<file path="src/rtl/dlx_mem_pkg.sv">
// Shared types for the DLX MEM-stage load/store unit: op and state encodings, size helpers.
// The MISALIGN_TRAP_EN macro is consumed by dlx_mem_stage; this package defines the misalignment rule.
package dlx_mem_pkg;

   typedef enum logic [2:0] {
      OP_LB  = 3'd0,
      OP_LBU = 3'd1,
      OP_LH  = 3'd2,
      OP_LHU = 3'd3,
      OP_LW  = 3'd4,
      OP_SB  = 3'd5,
      OP_SH  = 3'd6,
      OP_SW  = 3'd7
   } mem_op_t;

   typedef enum logic [2:0] {
      ST_IDLE = 3'd0,
      ST_RD   = 3'd1,
      ST_WAIT = 3'd2,
      ST_CAPT = 3'd3,
      ST_WR   = 3'd4,
      ST_RESP = 3'd5
   } state_t;

   typedef enum logic [1:0] {
      SZ_BYTE = 2'd0,
      SZ_HALF = 2'd1,
      SZ_WORD = 2'd2
   } mem_size_t;

   function automatic logic is_load(input mem_op_t op);
      return op inside {OP_LB, OP_LBU, OP_LH, OP_LHU, OP_LW};
   endfunction

   function automatic logic is_store(input mem_op_t op);
      return op inside {OP_SB, OP_SH, OP_SW};
   endfunction

   function automatic mem_size_t op_size(input mem_op_t op);
      mem_size_t sz;
      case (op)
         OP_LB, OP_LBU, OP_SB: sz = SZ_BYTE;
         OP_LH, OP_LHU, OP_SH: sz = SZ_HALF;
         default:              sz = SZ_WORD;
      endcase
      return sz;
   endfunction

   // Halfwords must sit on even addresses, words on multiples of four.
   function automatic logic is_misaligned(input mem_op_t op, input logic [1:0] off);
      logic bad;
      case (op_size(op))
         SZ_HALF: bad = off[0];
         SZ_WORD: bad = (off != 2'b00);
         default: bad = 1'b0;
      endcase
      return bad;
   endfunction

endpackage

</file>
<file path="src/rtl/dlx_lane_align.sv">
// Big-endian lane logic: extract-and-extend for loads, merge of the store lane into a read word.
// Byte lane 0 is bits [31:24]; half lane 0 is bits [31:16].
module dlx_lane_align
   import dlx_mem_pkg::*;
(
   input  mem_op_t     op,
   input  logic [1:0]  addr,
   input  logic [31:0] word,
   input  logic [31:0] wdata,
   output logic [31:0] rdata_ext,
   output logic [31:0] wword
);

   logic [7:0]  lane_b;
   logic [15:0] lane_h;

   always_comb begin
      lane_b = 8'h00;
      case (addr)
         2'd0: lane_b = word[31:24];
         2'd1: lane_b = word[23:16];
         2'd2: lane_b = word[15:8];
         2'd3: lane_b = word[7:0];
      endcase
      lane_h = addr[1] ? word[15:0] : word[31:16];
   end

   always_comb begin
      rdata_ext = word;
      case (op)
         OP_LB:   rdata_ext = {{24{lane_b[7]}}, lane_b};
         OP_LBU:  rdata_ext = {24'h000000, lane_b};
         OP_LH:   rdata_ext = {{16{lane_h[15]}}, lane_h};
         OP_LHU:  rdata_ext = {16'h0000, lane_h};
         default: rdata_ext = word;
      endcase
   end

   // Sub-word stores keep the untouched lanes of the word just read back.
   always_comb begin
      wword = wdata;
      case (op_size(op))
         SZ_BYTE: begin
            wword = word;
            case (addr)
               2'd0: wword[31:24] = wdata[7:0];
               2'd1: wword[23:16] = wdata[7:0];
               2'd2: wword[15:8]  = wdata[7:0];
               2'd3: wword[7:0]   = wdata[7:0];
            endcase
         end
         SZ_HALF: begin
            wword = word;
            if (addr[1]) wword[15:0]  = wdata[15:0];
            else         wword[31:16] = wdata[15:0];
         end
         default: wword = wdata;
      endcase
   end

endmodule

</file>
<file path="src/rtl/dlx_mem_stage.sv">
// DLX MEM-stage load/store unit driving a word-wide syncram; sub-word stores use read-modify-write.
// Optional feature: define MISALIGN_TRAP_EN to trap misaligned half/word accesses without touching RAM.
module dlx_mem_stage
   import dlx_mem_pkg::*;
#(
   parameter int ADDR_W = 32,
   parameter int RD_LAT = 1
)
(
   input  logic              clk,
   input  logic              rst_n,
   input  logic              req_valid,
   output logic              req_ready,
   input  logic [2:0]        req_op,
   input  logic [ADDR_W-1:0] req_addr,
   input  logic [31:0]       req_wdata,
   output logic              resp_valid,
   output logic [31:0]       resp_rdata,
   output logic              misalign,
   output logic              stall,
   output logic              ram_cs,
   output logic              ram_oe,
   output logic              ram_we,
   output logic [31:0]       ram_addr,
   output logic [31:0]       ram_din,
   input  logic [31:0]       ram_dout,
   output state_t            dbg_state
);

   localparam logic [1:0] WAIT_LOAD = 2'(RD_LAT - 1);

   state_t            state, state_nxt;
   mem_op_t           op_q;
   logic [ADDR_W-1:0] addr_q;
   logic [31:0]       wword_q;
   logic [1:0]        wait_cnt;
   logic              accept;
   logic              trap_req;
   logic              capt_load;
   logic [31:0]       rdata_ext;
   logic [31:0]       wword;

   // Handshake: a request is taken on a rising edge where req_valid & req_ready; req_ready is high
   // only in IDLE (including the resp_valid cycle), and the requester holds its request until taken.
   assign req_ready = (state == ST_IDLE);
   assign stall     = ~req_ready;
   assign accept    = req_valid & req_ready;
   assign capt_load = (state == ST_CAPT) && is_load(op_q);
   assign dbg_state = state;

`ifdef MISALIGN_TRAP_EN
   logic trap_q;

   assign trap_req = is_misaligned(mem_op_t'(req_op), req_addr[1:0]);

   always_ff @(posedge clk or negedge rst_n) begin
      if (!rst_n) begin
         trap_q   <= 1'b0;
         misalign <= 1'b0;
      end else begin
         if (accept) trap_q <= trap_req;
         misalign <= (state == ST_RESP) && trap_q;
      end
   end
`else
   assign trap_req = 1'b0;
   assign misalign = 1'b0;
`endif

   dlx_lane_align u_lane_align (
      .op        (op_q),
      .addr      (addr_q[1:0]),
      .word      (ram_dout),
      .wdata     (wword_q),
      .rdata_ext (rdata_ext),
      .wword     (wword)
   );

   always_comb begin
      state_nxt = state;
      case (state)
         ST_IDLE: begin
            if (req_valid) begin
               if (trap_req)                          state_nxt = ST_RESP;
               else if (mem_op_t'(req_op) == OP_SW)   state_nxt = ST_WR;
               else                                   state_nxt = ST_RD;
            end
         end
         ST_RD:   state_nxt = (RD_LAT > 1) ? ST_WAIT : ST_CAPT;
         ST_WAIT: if (wait_cnt == 2'd1) state_nxt = ST_CAPT;
         ST_CAPT: state_nxt = is_store(op_q) ? ST_WR : ST_IDLE;
         ST_WR:   state_nxt = ST_RESP;
         ST_RESP: state_nxt = ST_IDLE;
         default: state_nxt = ST_IDLE;
      endcase
   end

   // RAM strobes decode straight from state so an async reset drops them immediately.
   always_comb begin
      ram_cs   = (state == ST_RD) || (state == ST_WR);
      ram_oe   = (state == ST_RD);
      ram_we   = (state == ST_WR);
      ram_addr = 32'({addr_q[ADDR_W-1:2], 2'b00});
      ram_din  = (state == ST_WR) ? wword_q : 32'h0000_0000;
   end

   always_ff @(posedge clk or negedge rst_n) begin
      if (!rst_n) begin
         state      <= ST_IDLE;
         op_q       <= OP_LB;
         addr_q     <= '0;
         wword_q    <= 32'h0000_0000;
         wait_cnt   <= 2'd0;
         resp_valid <= 1'b0;
         resp_rdata <= 32'h0000_0000;
      end else begin
         state <= state_nxt;
         // wword_q holds the raw store data until CAPT replaces it with the merged word.
         if (accept) begin
            op_q    <= mem_op_t'(req_op);
            addr_q  <= req_addr;
            wword_q <= req_wdata;
         end
         if ((state == ST_CAPT) && is_store(op_q)) wword_q <= wword;
         if (state == ST_RD)        wait_cnt <= WAIT_LOAD;
         else if (state == ST_WAIT) wait_cnt <= wait_cnt - 2'd1;
         resp_valid <= capt_load || (state == ST_RESP);
         if (capt_load) resp_rdata <= rdata_ext;
      end
   end

endmodule

</file>
<file path="config.mk">
export PLATFORM = sky130hd
export DESIGN_NAME = dlx_mem_stage
export DESIGN_NICKNAME = d
export VERILOG_FILES = /design/src/rtl/dlx_mem_pkg.sv /design/src/rtl/dlx_lane_align.sv /design/src/rtl/dlx_mem_stage.sv
export SDC_FILE = /design/constraint.sdc
export NUM_CORES = 1
export LEC_CHECK = 0
export ABC_AREA = 1
export CORE_MARGIN = 1
export CORE_UTILIZATION = 30
export CTS_BUF_LIST = sky130_fd_sc_hd__clkbuf_8
export CTS_CLUSTER_SIZE = 25
export DETAILED_ROUTE_END_ITERATION = 10
export GPL_TIMING_DRIVEN = 0
export PLACE_DENSITY = 0.63
export SKIP_LAST_GASP = 1
export SLEW_MARGIN = 30
export SYNTH_ARGS = -nofsm -noshare
export SYNTH_HDL_FRONTEND = slang
export SYNTH_SLANG_ARGS = --single-unit
</file>
<file path="constraint.sdc">
create_clock -name clk -period 1.4 [get_ports clk]
set_input_delay 0.42 -clock clk [delete_from_list [all_inputs] [get_ports clk]]
set_output_delay 0.42 -clock clk [all_outputs]
set_load 0.03 [all_outputs]
</file>
==> impl_metrics.env <==
export IMPL_die_w_um=147
export IMPL_synth_top_area_share_pct=41.9
export IMPL_tightest_slew_ps=605
export IMPL_dieArea_um2=21500
export IMPL_peakVddDrop_v=0.00132
export IMPL_place_gp_congestion=0.894
export IMPL_worst_slack_ps=-623
export IMPL_critPathLaunchType="flop"
export IMPL_synth_edf_count=0
export IMPL_firstDrtPassIters=5
export IMPL_syn2layout_area_growth_pct=65.2
export IMPL_max_freq_ghz=0.494
export IMPL_clock_path_buffers=2
export IMPL_yosysSeqAreaShare_pct=41.9
export IMPL_r2r_end="wword_q[1]$_DFFE_PN0P_"
export IMPL_min_path_type="in -> async"
export IMPL_synthCells=916
export IMPL_drive_gt1_share_pct=33.1
export IMPL_ys_seq_elements=105
export IMPL_violations="setup timing"
export IMPL_worstPathRequired_ps=980
export IMPL_crit_path_end="ram_din[10]"
export IMPL_clk_latency_ps=390
export IMPL_cts_root_buf="clkbuf_8"
export IMPL_synthTopCellsByCount="316 x nand2_1, 122 x nor2_1, 105 x dfrtp_1"
export IMPL_grt_pass1_wl_um=35000
export IMPL_cts_clk_slew_worst_paths_ps=110
export IMPL_yosysMostFrequentCell="nand2_1"
export IMPL_clock_sinks=105
export IMPL_drt_iter0_markers=594
export IMPL_cts_tree="done"
export IMPL_crit_arrival_ps=1600
export IMPL_routedWlPerCell_um=16.4
export IMPL_fin_hold_ws_ps=480
export IMPL_grt_pass1_vias=6296
export IMPL_timing_hold_violations_final=0
export IMPL_ios=208
export IMPL_ys_async_sr_fraction_pct=100
export IMPL_track_usage_pct=21.2
export IMPL_r2r_start="dbg_state[0]$_DFFE_PN0P_"
export IMPL_ys_flop_type="dfrtp_1"
export IMPL_rows=52
export IMPL_r2r_setup_slack_ps=-460
export IMPL_io_buffers=204
export IMPL_h_tree_depth=3
export IMPL_dp_slack_ps=-805
export IMPL_coreArea_um2=20400
export IMPL_yosysTopAreaCell="dfrtp_1"
export IMPL_antenna_found_initial=2
export IMPL_initial_core_util_pct=30.8
export IMPL_cpPeakStageDelay_ps=440
export IMPL_drv_cap=0
export IMPL_synth_distinct_cells=28
export IMPL_cpMaxStageDelayCell="dfrtp_2"
export IMPL_critPathKind="reg -> out"
export IMPL_outcome="complete, but fails checks"
export IMPL_drv_slew=0
export IMPL_syn_area_um2=6260
export IMPL_crit_chain="nor2_4 -> nand2_8 -> clkbuf_16 -> nor2_4 -> buf_4"
export IMPL_synthTopCellsByArea="dfrtp_1 42%, nand2_1 19%, nor2_1 7.3%"
export IMPL_grt_max_degree=71
export IMPL_final_area_um2=10300
export IMPL_period_share_pct=144
export IMPL_rsz0062_at_grt="true"
export IMPL_die_y_um=147
export IMPL_ant_nets=0
export IMPL_drc=0
export IMPL_yosysWarnings=0
export IMPL_placed_area_um2=9000
export IMPL_relSlewSlack_pct=59.6
export IMPL_postSynthAreaPerCell_um2=6.84
export IMPL_end_kind="output port"
export IMPL_grt_overflow_total=0
export IMPL_powerDensity_nw_per_um2=2310
export IMPL_cts_buffers=9
export IMPL_fin_worst_skew_ps=17.1
export IMPL_via_per_inst=4.72
export IMPL_finalWirelength_um=24100
export IMPL_r2r_cells=11
export IMPL_dpl_hpwl_um=17100
export IMPL_p_leak_nw=5.01
export IMPL_setup_violations=170
export IMPL_critPathMaxFanout=9
export IMPL_post_route_min_period_ps=2020
export IMPL_startpoint="dbg_state[0]$_DFFE_PN0P_"
export IMPL_crit_path_frequent_cell="nor2_4"
export IMPL_nNetsFinal=1292
export IMPL_vias=6917
[cell usage in the layout, fill, tap and decap left out, types with 4 or more instances in the layout]
cell type	n
nor2_2	11
nor2_1	80
clkdlybuf4s50_1	98
nand4_1	8
clkbuf_2	6
a21oi_1	38
nand2_2	12
dfrtp_2	7
clkinvlp_4	4
o21ai_0	60
nand3_1	24
nand2_8	6
nor2_4	34
inv_2	4
dfrtp_1	98
clkbuf_8	11
clkbuf_16	5
buf_8	5
or2_2	16
inv_1	65
o21ai_1	8
buf_6	114
nand2_1	301
nand3_4	4
o22ai_1	7
a21oi_2	19
buf_4	82
buf_2	15
o21ai_2	4
nand3_2	14
nand2_4	5
[power breakdown]
| part | switching (mW) | internal [mW] |
|---|---|---|
| Combinational | 9.29 | 6.94 |
| Sequential | 1.11 | 4.56 |
| Clock | 1.17 | 0.884 |
| Total | 11.6 | 12.4 |
[layer usage]
| layer | vias to the layer above | wire length, um | track usage [%] |
|---|---|---|---|
| met4 | 2 | 633 | 8.13 |
| li1 | 3380 | - | - |
| met5 | - | 12 | 0 |
| met2 | 262 | 11400 | 34.4 |
| met3 | 40 | 1500 | 3.41 |
| met1 | 3233 | 10600 | 28.4 |
[layout make-up]
cell class / instances / area, um2
Antenna cell: 1 / 2.50
Buffer: 75 / 758
Clock buffer: 10 / 138
Clock inverter: 6 / 67.6
Fill cell: 1970 / 10000
Inverter: 75 / 330
Multi-Input combinational cell: 661 / 3500
Sequential cell: 105 / 2640
Tap cell: 270 / 338
Timing Repair Buffer: 262 / 2580
[critical path, delay by kind of cell, from the launching register on]
kind / cells / cell delay [ps]
simple gates: 3 / 400
flops: 1 / 440
buf+inv: 2 / 360
[worst min-delay path by stage]
stage / slack [ps] / cells after the start / to / from
after floorplan: 120 / 0 / addr_q[0]$_DFFE_PN0P_ / rst_n
after global placement: 460 / 2 / addr_q[19]$_DFFE_PN0P_ / addr_q[19]$_DFFE_PN0P_
after detailed placement: 320 / 1 / wword_q[27]$_DFFE_PN0P_ / rst_n
after CTS: 480 / 2 / wword_q[27]$_DFFE_PN0P_ / rst_n
after global routing: 490 / 2 / wword_q[27]$_DFFE_PN0P_ / rst_n
final: 480 / 2 / wword_q[27]$_DFFE_PN0P_ / rst_n
[logic make-up (layout without fill, tap and decap cells)]
family | after synthesis | count (layout) | share of synthesized area [%]
and+or+nand+nor | 517 | 517 | 34.2
buffers and inverters | 152 | 428 | 12.0
AOI/OAI and AO/OA | 140 | 140 | 11.6
DFF | 105 | 105 | 41.9
adders and majority gates | 1 | 1 | 0.200
other | 1 | 4 | 0.0599
[state kept, by name (all words and copies together) (netlist names)]
signal and flops:
dbg_state 3, addr_q 32, resp_rdata 32, op_q 3
wword_q 32, resp_valid 1, wait_cnt 2
[stage by stage]
stage	std cells	setup TNS, ps	utilization [%]	power, mW
floorplan	918	-13010	-	14.1
global placement	1392	-558480	44.0	18.4
detailed placement	1393	-88080	44.2	18.5
CTS	1431	-55070	46.9	21.9
global route	1465	-67890	50.8	25.5
finish	1465	-56440	50.8	24.0
[repair_timing]
action | 4_1_cts | 5_1_grt
hold endpoints to repair | 35 | 0
hold buffers | 1 | 0
cloned | 3 | 9
pin swaps | 5 | 32
endpoints found under the setup margin | 204 | 205
setup buffers | 20 | 26
gates resized for setup | 726 | 186
Power figures use the tool's default switching activity.
